`src/rtl/wb8_pkg.sv`:
```
// ============================================================================
// wb8_pkg: shared bus widths, FSM encoding and helpers for the wb8 interconnect
// Rev 1.0
// ============================================================================
`default_nettype none

package wb8_pkg;

  localparam int ADR_W = 32;
  localparam int DAT_W = 8;
  localparam logic [DAT_W-1:0] ERR_DAT_DEFAULT = 8'hFF;

  typedef enum logic [1:0] {
    ST_IDLE = 2'd0,
    ST_WAIT = 2'd1,
    ST_ERR  = 2'd2
  } state_t;

  // A one-slave fabric still needs a 1-bit select signal.
  function automatic int idx_width(input int n);
    return (n > 1) ? $clog2(n) : 1;
  endfunction

endpackage

`default_nettype wire

```
`src/rtl/wb8_interconnect_if.sv`:
```
// ============================================================================
// wb8_interconnect_if: master-side and slave-side bus bundle of the interconnect
// Rev 1.0
// ============================================================================
`default_nettype none

interface wb8_interconnect_if #(
  parameter int NSLAVES = 8
);
  import wb8_pkg::*;

  logic [ADR_W-1:0]         I_wb_adr;
  logic                     I_wb_stb;
  logic [DAT_W-1:0]         O_wb_dat;
  logic                     O_wb_ack;
  logic                     O_wb_stall;
  logic [NSLAVES-1:0]       O_stb;
  logic [DAT_W*NSLAVES-1:0] I_dat;
  logic [NSLAVES-1:0]       I_ack;
  logic [NSLAVES-1:0]       I_stall;

  // Interconnect view: slave of the CPU master, driver of the slave strobes.
  modport slave (
    input  I_wb_adr, I_wb_stb, I_dat, I_ack, I_stall,
    output O_wb_dat, O_wb_ack, O_wb_stall, O_stb
  );

  // Environment view: CPU master plus the attached slave devices.
  modport master (
    output I_wb_adr, I_wb_stb, I_dat, I_ack, I_stall,
    input  O_wb_dat, O_wb_ack, O_wb_stall, O_stb
  );

endinterface

`default_nettype wire

```
`src/rtl/wb8_addr_decode.sv`:
```
// ============================================================================
// wb8_addr_decode: combinational base/mask window decode, lowest index wins
// Rev 1.0
// ============================================================================
`default_nettype none

module wb8_addr_decode
  import wb8_pkg::*;
#(
  parameter int                       NSLAVES    = 8,
  parameter int                       IDXW       = 3,
  parameter logic [NSLAVES*ADR_W-1:0] SLAVE_BASE = '0,
  parameter logic [NSLAVES*ADR_W-1:0] SLAVE_MASK = '0
) (
  input  wire logic [ADR_W-1:0] adr,
  output logic      [IDXW-1:0]  idx,
  output logic                  hit
);

  logic [NSLAVES-1:0] w_match;

  for (genvar i = 0; i < NSLAVES; i++) begin : g_match
    assign w_match[i] = ((adr & SLAVE_MASK[i*ADR_W +: ADR_W]) ==
                         (SLAVE_BASE[i*ADR_W +: ADR_W] & SLAVE_MASK[i*ADR_W +: ADR_W]));
  end

  // Scan from the top so the lowest matching index is the last one written.
  always_comb begin
    idx = '0;
    hit = |w_match;
    for (int i = NSLAVES - 1; i >= 0; i--) begin
      if (w_match[i]) begin
        idx = IDXW'(i);
      end
    end
  end

endmodule

`default_nettype wire

```
`src/rtl/wb8_interconnect.sv`:
```
// ============================================================================
// wb8_interconnect: 1-to-N 8-bit bus switch with timeout bus error and fault log
// Rev 1.0
// ============================================================================
`default_nettype none

module wb8_interconnect
  import wb8_pkg::*;
#(
  parameter int                       NSLAVES        = 8,
  parameter logic [NSLAVES*ADR_W-1:0] SLAVE_BASE     = '0,
  parameter logic [NSLAVES*ADR_W-1:0] SLAVE_MASK     = '0,
  parameter int                       DEFAULT_SLAVE  = NSLAVES - 1,
  parameter int                       TIMEOUT_CYCLES = 255,
  parameter logic [DAT_W-1:0]         ERR_DAT        = ERR_DAT_DEFAULT
) (
  input  wire logic              I_wb_clk,
  input  wire logic              I_reset,
  wb8_interconnect_if.slave      bus,
  output logic                   O_fault_valid,
  output logic [ADR_W-1:0]       O_fault_adr,
  output logic [7:0]             O_fault_count,
  input  wire logic              I_fault_clear
);

  localparam int               IDXW     = idx_width(NSLAVES);
  localparam int               CNT_W    = $clog2(TIMEOUT_CYCLES) + 1;
  localparam logic [CNT_W-1:0] CNT_LAST = CNT_W'(TIMEOUT_CYCLES - 2);

  state_t             r_state;
  logic [CNT_W-1:0]   r_cnt;
  logic               r_fault_valid;
  logic [ADR_W-1:0]   r_fault_adr;
  logic [7:0]         r_fault_count;

  logic [IDXW-1:0]    w_dec_idx;
  logic               w_dec_hit;
  logic [IDXW-1:0]    w_sel;
  logic [NSLAVES-1:0] w_sel_onehot;
  logic [DAT_W-1:0]   w_sel_dat;
  logic               w_sel_ack;
  logic               w_sel_stall;
  logic               w_in_err;
  logic               w_timeout;

  wb8_addr_decode #(
    .NSLAVES    (NSLAVES),
    .IDXW       (IDXW),
    .SLAVE_BASE (SLAVE_BASE),
    .SLAVE_MASK (SLAVE_MASK)
  ) u_decode (
    .adr (bus.I_wb_adr),
    .idx (w_dec_idx),
    .hit (w_dec_hit)
  );

  assign w_sel = w_dec_hit ? w_dec_idx : IDXW'(DEFAULT_SLAVE);

  always_comb begin
    w_sel_onehot = '0;
    w_sel_dat    = '0;
    w_sel_ack    = 1'b0;
    w_sel_stall  = 1'b0;
    for (int i = 0; i < NSLAVES; i++) begin
      if (w_sel == IDXW'(i)) begin
        w_sel_onehot[i] = 1'b1;
        w_sel_dat       = bus.I_dat[i*DAT_W +: DAT_W];
        w_sel_ack       = bus.I_ack[i];
        w_sel_stall     = bus.I_stall[i];
      end
    end
  end

  assign w_in_err  = (r_state == ST_ERR);
  assign w_timeout = (r_state == ST_WAIT) && bus.I_wb_stb && !w_sel_ack && (r_cnt == CNT_LAST);

  // Slave responses pass straight through; reset gates the handshake combinationally.
  assign bus.O_stb      = (!I_reset && !w_in_err && bus.I_wb_stb) ? w_sel_onehot : '0;
  assign bus.O_wb_ack   = !I_reset && (w_in_err || w_sel_ack);
  assign bus.O_wb_dat   = w_in_err ? ERR_DAT : w_sel_dat;
  assign bus.O_wb_stall = !w_in_err && w_sel_stall;

  always_ff @(posedge I_wb_clk) begin
    if (I_reset) begin
      r_state       <= ST_IDLE;
      r_cnt         <= '0;
      r_fault_valid <= 1'b0;
      r_fault_adr   <= '0;
      r_fault_count <= '0;
    end else begin
      case (r_state)
        ST_IDLE: begin
          r_cnt <= '0;
          if (bus.I_wb_stb && !w_sel_ack) begin
            r_state <= ST_WAIT;
          end
        end
        ST_WAIT: begin
          if (!bus.I_wb_stb || w_sel_ack) begin
            r_state <= ST_IDLE;
            r_cnt   <= '0;
          end else if (r_cnt == CNT_LAST) begin
            r_state <= ST_ERR;
            r_cnt   <= '0;
          end else begin
            r_cnt <= r_cnt + CNT_W'(1);
          end
        end
        ST_ERR: begin
          r_state <= ST_IDLE;
          r_cnt   <= '0;
        end
        default: begin
          r_state <= ST_IDLE;
          r_cnt   <= '0;
        end
      endcase

      // A timeout landing together with a clear starts a fresh fault log.
      if (w_timeout) begin
        if (!r_fault_valid || I_fault_clear) begin
          r_fault_adr <= bus.I_wb_adr;
        end
        r_fault_valid <= 1'b1;
        if (I_fault_clear) begin
          r_fault_count <= 8'd1;
        end else if (r_fault_count != 8'hFF) begin
          r_fault_count <= r_fault_count + 8'd1;
        end
      end else if (I_fault_clear) begin
        r_fault_valid <= 1'b0;
        r_fault_count <= '0;
      end
    end
  end

  assign O_fault_valid = r_fault_valid;
  assign O_fault_adr   = r_fault_adr;
  assign O_fault_count = r_fault_count;

endmodule

`default_nettype wire

```
`src/flat_wrapper.sv`:
```
// flat-port wrapper written by rule: the top's interface ports become plain ports
module wb8_interconnect_flat import wb8_pkg::*;
#(
  parameter int                       NSLAVES        = 8,
  parameter logic [NSLAVES*ADR_W-1:0] SLAVE_BASE     = '0,
  parameter logic [NSLAVES*ADR_W-1:0] SLAVE_MASK     = '0,
  parameter int                       DEFAULT_SLAVE  = NSLAVES - 1,
  parameter int                       TIMEOUT_CYCLES = 255,
  parameter logic [DAT_W-1:0]         ERR_DAT        = ERR_DAT_DEFAULT
)
  (I_wb_clk, I_reset, O_fault_valid, O_fault_adr, O_fault_count, I_fault_clear, bus_I_wb_adr, bus_I_wb_stb, bus_I_dat, bus_I_ack, bus_I_stall, bus_O_wb_dat, bus_O_wb_ack, bus_O_wb_stall, bus_O_stb);
  wb8_interconnect_if #(.NSLAVES(NSLAVES)) bus_i ();
  input  wire logic I_wb_clk;
  input  wire logic I_reset;
  output logic O_fault_valid;
  output logic [ADR_W-1:0] O_fault_adr;
  output logic [7:0] O_fault_count;
  input  wire logic I_fault_clear;
  input wire logic [$bits(bus_i.I_wb_adr)-1:0] bus_I_wb_adr;
  input wire logic [$bits(bus_i.I_wb_stb)-1:0] bus_I_wb_stb;
  input wire logic [$bits(bus_i.I_dat)-1:0] bus_I_dat;
  input wire logic [$bits(bus_i.I_ack)-1:0] bus_I_ack;
  input wire logic [$bits(bus_i.I_stall)-1:0] bus_I_stall;
  output wire logic [$bits(bus_i.O_wb_dat)-1:0] bus_O_wb_dat;
  output wire logic [$bits(bus_i.O_wb_ack)-1:0] bus_O_wb_ack;
  output wire logic [$bits(bus_i.O_wb_stall)-1:0] bus_O_wb_stall;
  output wire logic [$bits(bus_i.O_stb)-1:0] bus_O_stb;
  assign bus_i.I_wb_adr = bus_I_wb_adr;
  assign bus_i.I_wb_stb = bus_I_wb_stb;
  assign bus_i.I_dat = bus_I_dat;
  assign bus_i.I_ack = bus_I_ack;
  assign bus_i.I_stall = bus_I_stall;
  assign bus_O_wb_dat = bus_i.O_wb_dat;
  assign bus_O_wb_ack = bus_i.O_wb_ack;
  assign bus_O_wb_stall = bus_i.O_wb_stall;
  assign bus_O_stb = bus_i.O_stb;
  wb8_interconnect #(.NSLAVES(NSLAVES), .SLAVE_BASE(SLAVE_BASE), .SLAVE_MASK(SLAVE_MASK), .DEFAULT_SLAVE(DEFAULT_SLAVE), .TIMEOUT_CYCLES(TIMEOUT_CYCLES), .ERR_DAT(ERR_DAT)) u_core (.I_wb_clk(I_wb_clk), .I_reset(I_reset), .bus(bus_i), .O_fault_valid(O_fault_valid), .O_fault_adr(O_fault_adr), .O_fault_count(O_fault_count), .I_fault_clear(I_fault_clear));
endmodule
```
`config.mk`:
```
export PLATFORM = sky130hd
export DESIGN_NAME = wb8_interconnect_flat
export DESIGN_NICKNAME = d
export VERILOG_FILES = /design/src/rtl/wb8_pkg.sv /design/src/rtl/wb8_interconnect_if.sv /design/src/rtl/wb8_addr_decode.sv /design/src/rtl/wb8_interconnect.sv /design/src/flat_wrapper.sv
export SDC_FILE = /design/constraint.sdc
export NUM_CORES = 1
export LEC_CHECK = 0
export CAP_MARGIN = 10
export CORE_ASPECT_RATIO = 1.5
export CORE_MARGIN = 10
export CORE_UTILIZATION = 35
export DETAILED_ROUTE_END_ITERATION = 8
export PLACE_DENSITY = 0.85
export SLEW_MARGIN = 0
export SYNTH_ARGS = -nofsm -noshare
export SYNTH_HDL_FRONTEND = slang
export SYNTH_SLANG_ARGS = --single-unit
export TNS_END_PERCENT = 10
```
`constraint.sdc`:
```
create_clock -name I_wb_clk -period 2.5 [get_ports I_wb_clk]
set_input_delay 0.625 -clock I_wb_clk [delete_from_list [all_inputs] [get_ports I_wb_clk]]
set_output_delay 0.625 -clock I_wb_clk [all_outputs]
set_load 0.02 [all_outputs]
```
; Word-level counts from Yosys, hierarchy flattened
; Index checks and enable logic that the tools add are counted.
[word_totals]
input_bits = 116
ff_bits = 52
ramBits = 0
wordCells = 49
romBits = 0
latchBits = 0
n_memories = 0
output_inout_bits = 59
[classes]
shift = 0
div = 0
n_addsub = 2
n_mux = 12
bitwise_logic = 1
n_eq_ne = 6
n_lt_le_gt_ge = 0
n_mul = 0
n_reduce_logical = 23
[ops]
columns = operator, count
row1 = two-way mux 8 bit, 5
row2 = "adder 9 x 1 -> 9 bit, second input constant", 1
row3 = "== test 9 x 8 -> 1 bit, second input constant", 1
row4 = "adder 8 x 1 -> 8 bit, second input constant", 1
row5 = logical AND 1 bit, 8
row6 = "inequality test 8 bit, second input constant", 1
row7 = two-way mux 2 bit, 3
row8 = AND reduction 2 bit, 3
row9 = logical NOT 1 bit, 5
row10 = case mux 2 bit (2 select lines), 1
row11 = nonzero test 2 bit, 2
row12 = OR reduction 4 bit, 1
row13 = logical OR 1 bit, 3
row14 = two-way mux 1 bit, 3
row15 = "inequality test 3 bit, second input constant", 1
row16 = "== test 2 x 1 -> 1 bit, second input constant", 1
row17 = "== test 2 bit, second input constant", 1
row18 = logical NOT 2 bit, 1
row19 = "inequality test 2 x 1 -> 1 bit, second input constant", 1
row20 = NOT 1 bit, 1

; Depth between registers and ports, before layout
[depth]
depth_word = 6
depth_mapped = 8
mapped_depth_nobuf = 6

; Hierarchy
; From an unflattened synthesis, not the netlist that was laid out.
[hier_totals]
cells_unflattened = 411
hier_area_um2 = 3433.3
[by_module_without_submodules]
columns = mod, seq_area_each_um2, area_per_inst_um2, instances, cells_per_inst
row1 = wb8_interconnect, 1041.0, 3395.8, 1, 405
row2 = wb8_addr_decode, 0.0, 37.5, 1, 6

; Least setup slack after synthesis
; OpenSTA, ideal clock, no wires.
[synth_path]
kind = input to output
startpoint = in I_reset
endpoint = out bus_O_wb_ack
stages = 3
slack_ns = 0.514
n_path_buf = 2
arrival_ns = 1.361
required_ns = 1.875
path_cell_list = clkbuf_1 clkbuf_1 a21oi_1
[synth_between]
elab_chain_cells = 2
[synth_lines]
columns = item, line
row1 = from (decl), flat_wrapper.sv:14  ; input wire logic I_reset;
row2 = logical NOT 1 bit, wb8_interconnect.sv:79  ; assign bus.O_wb_ack = !I_reset && (w_in_err || w_sel_ack);
row3 = logical AND 1 bit, wb8_interconnect.sv:79
row4 = to (decl), flat_wrapper.sv:25  ; output wire logic [$bits(bus_i.O_wb_ack)-1:0] bus_O_wb_ack;
; No other way between the ends.

; Worst setup path in the final report
[layout_path]
startpoint = in bus_I_stall[0]
endpoint = out bus_O_wb_stall
[layout_between]
elab_chain_cells = 1
[layout_lines]
columns = item, line
row1 = from (decl), flat_wrapper.sv:23  ; input wire logic [$bits(bus_i.I_stall)-1:0] bus_I_stall;
row2 = logical AND 1 bit, wb8_interconnect.sv:81  ; assign bus.O_wb_stall = !w_in_err && w_sel_stall;
row3 = to (decl), flat_wrapper.sv:26  ; output wire logic [$bits(bus_i.O_wb_stall)-1:0] bus_O_wb_stall;
; No other way between the ends.

==> flow_summary.yaml <==
setup_path:
  critPathMaxFanout: 1
  arrival_ns: 1.82
  rr_endpoint: "u_core.O_fault_count[3]$_SDFFE_PP0P_"
  worstSetupStartpoint: "bus_I_stall[0]"
  reg2reg_from: "u_core.r_cnt[0]$_SDFF_PP0_"
  r2r_cells: 5
  cp.required_ns: 1.88
  crit_type: "in2out"
  end_kind: "output port"
  rrSetupSlack_ns: 0.72
  crit_end: "bus_O_wb_stall"
  crit_path_start_kind: "primary input"
power:
  p_per_area_nw_per_um2: 468.3
  ir_drop_mv: 0.2567
  cellLeakagePower_nw: 1.131
logic_synthesis:
  avgSynthCellArea_um2: 8.170
  synth.area.top_cells: "dfxtp_1, nand2_1, a21oi_1, nor2_1, nand2b_1"
  yosysTopAreaCell: "dfxtp_1"
  syn_inst: 268
  synth_edf_count: 0
  netlist-cell-type-count: 40
  synth_area_um2: 2190
  synthDominantCellAreaShare_pct: 47.54
  synth.most_common_cell: "nand2_1"
  synth-seq-cells: 52
  ys.flop_type: "dfxtp_1"
  netlist_top_cells_count: "nand2_1, dfxtp_1, a21oi_1"
  ys_warn_count: 0
  async_flop_share_pct: 0
  yosysSeqAreaShare_pct: 47.54
floorplanning:
  start_util_pct: 35.71
  ios: 175
  dieArea_um2: 9885
  die_w_um: 84.58
  die_h_um: 116.9
  core_area_um2: 6131
  rows: 35
hold_path:
  hold_path_class: "reg2reg"
detailed_routing:
  routed.top_layer: "met4"
  met1_length_um: 2589
  dr.pass1.iters: 4
  drc: 0
  drt-wirelength-per-cell_um: 14.60
  wl_met2_um: 3328
  ant_nets: 0
  drtIter0Drc: 112
  route.met3.wl_um: 476
  vias: 2113
  drt-total-wl_um: 6422
  viasPerCell: 4.802
clock_network:
  cts_buffers: 5
  cts-htree-levels: 2
  ctsHoldBuffers: 0
  cts_tree: "built"
  post-cts-setup-buffers: 0
  clock_latency_ns: 0.30
  cts.sinks: 52
  clockBufferDepth: 2
  cts-root-buf: "clkbuf_8"
  clk_pin_slew_worst_paths_ns: 0.09
timing:
  finalHoldViolations: 0
  final-setup-viol-count: 0
  maxSlewViolCount: 0
  layout_min_cycle_time_ns: 2.445
  fin_crit_sh_pct: 97.78
  fmax_mhz: 409.1
  postLayoutSetupSlackWorst_ns: 0.05540
  rsz0062_at_grt: "no"
  fin_worst_skew_ns: 0.006046
grt:
  grt_max_degree: 33
  grtUsageTotal_pct: 12.31
  grt_pass1_wl_um: 10180
  overflow: 0
  grt_pass1_vias: 2101
  antenna_found_initial: 0
run:
  maxCapViolCount: 0
layout:
  antenna_cells: 0
  instances_no_fill: 440
  areaGrowthSynthToFinish_pct: 53.26
  fin_nets: 484
  filler_cell_count: 565
  drive_above_1_share_pct: 6.831
placement:
  port-buffer-count: 97
  dp_worst_setup_slack_ns: -0.1302
  routabilityCongestion: 0.7718
  hpwl_um: 5090
  placed_cells: 432
run_status:
  outcome: "finished clean"
==> how the worst min path moves through the flow <==
stage | from | end | cells after the start
after floorplan | u_core.r_state[0]$_SDFFE_PP0P_ | u_core.r_state[0]$_SDFFE_PP0P_ | 1
after global placement | u_core.O_fault_adr[2]$_SDFFE_PP0P_ | u_core.O_fault_adr[2]$_SDFFE_PP0P_ | 2
after detailed placement | u_core.O_fault_adr[30]$_SDFFE_PP0P_ | u_core.O_fault_adr[30]$_SDFFE_PP0P_ | 2
after CTS | u_core.O_fault_adr[30]$_SDFFE_PP0P_ | u_core.O_fault_adr[30]$_SDFFE_PP0P_ | 2
after global routing | u_core.O_fault_adr[0]$_SDFFE_PP0P_ | u_core.O_fault_adr[0]$_SDFFE_PP0P_ | 2
final | u_core.O_fault_adr[24]$_SDFFE_PP0P_ | u_core.O_fault_adr[24]$_SDFFE_PP0P_ | 2
==> layout by cell type (no fill, tap or decap), types with 2 or more instances in the layout <==
cell	count
clkbuf_8	6
o21ai_0	2
xnor2_1	4
mux2i_1	3
nand4_1	4
inv_1	4
conb_1	7
dfxtp_1	52
a21oi_1	38
xor2_1	3
ha_1	3
nand2b_1	9
clkdlybuf4s50_1	95
nor3_1	5
and4_2	2
nand2_1	72
nor2_1	17
buf_4	6
dlygate4sd2_1	2
or3_1	2
nand3_1	6
==> metal layers <==
metal  up-vias  track usage (%)
li1       1072                -
met1       967            13.21
met2        70            22.26
met3         4            4.501
met4         0            3.194
met5         -                0
==> kinds of logic after synthesis <==
logic type | Yosys count | share of synthesized area (%)
flip-flops | 52 | 47.54
XOR/XNOR | 7 | 2.800
AO/OA/AOI/OAI | 45 | 11.03
other | 1 | 0.1713
multiplexers | 3 | 1.371
buffers and inverters | 24 | 5.543
adder cells (fa/ha/maj) | 3 | 1.714
AND/OR/NAND/NOR | 133 | 29.83
==> critical path, cell delays in order <==
cell and delay (ns):
clkdlybuf4s50_1 0.46, and2_1 0.12, clkdlybuf4s50_1 0.62
==> metrics by stage <==
stage	setup TNS [ns]	cell area (µm²)	hold slack (ns)	total power [W]	utilization, %
2_1_floorplan	0	2212	0.4302	0.0008998	-
3_3_place_gp	-0.1804	3234	0.4413	0.0009910	52.76
3_5_place_dp	-0.2056	3234	0.4466	0.0009929	52.76
4_1_cts	0	3353	0.4603	0.001600	54.69
5_1_grt	0	3356	0.4811	0.001643	54.73
6_report	0	3356	0.4584	0.001572	54.73
==> report_power, final <==
group | switching, W | total (W) | leakage, nW | internal [W]
combinational | 0.0000551 | 0.000143 | 0.651 | 0.0000884
sequential | 0.000000724 | 0.000829 | 0.419 | 0.000828
clock | 0.000272 | 0.000599 | 0.0614 | 0.000327
==> cell type report <==
class / count / area, µm² / area share (%)
Clock buffer: 6 / 82.58 / 2.461
Clock inverter: 2 / 38.79 / 1.156
Timing Repair Buffer: 104 / 1033 / 30.80
Sequential cell: 52 / 1041 / 31.02
Multi-Input combinational cell: 198 / 1052 / 31.36
Tap cell: 74 / 92.59 / 2.759
Inverter: 4 / 15.01 / 0.4474
==> flip-flops by register name (all words and copies together), names as in the netlist <==
| signal | cells |
|---|---|
| u_core.O_fault_adr | 32 |
| u_core.r_state | 2 |
| u_core.r_cnt | 9 |
| u_core.O_fault_valid | 1 |
| u_core.O_fault_count | 8 |
==> repair_timing <==
item,CTS,global route
endpoints found under the hold margin,0,0
gates resized for setup,2,1
endpoints found under the setup margin,2,2
pin swaps,0,0
Power figures use the tool's default switching activity.
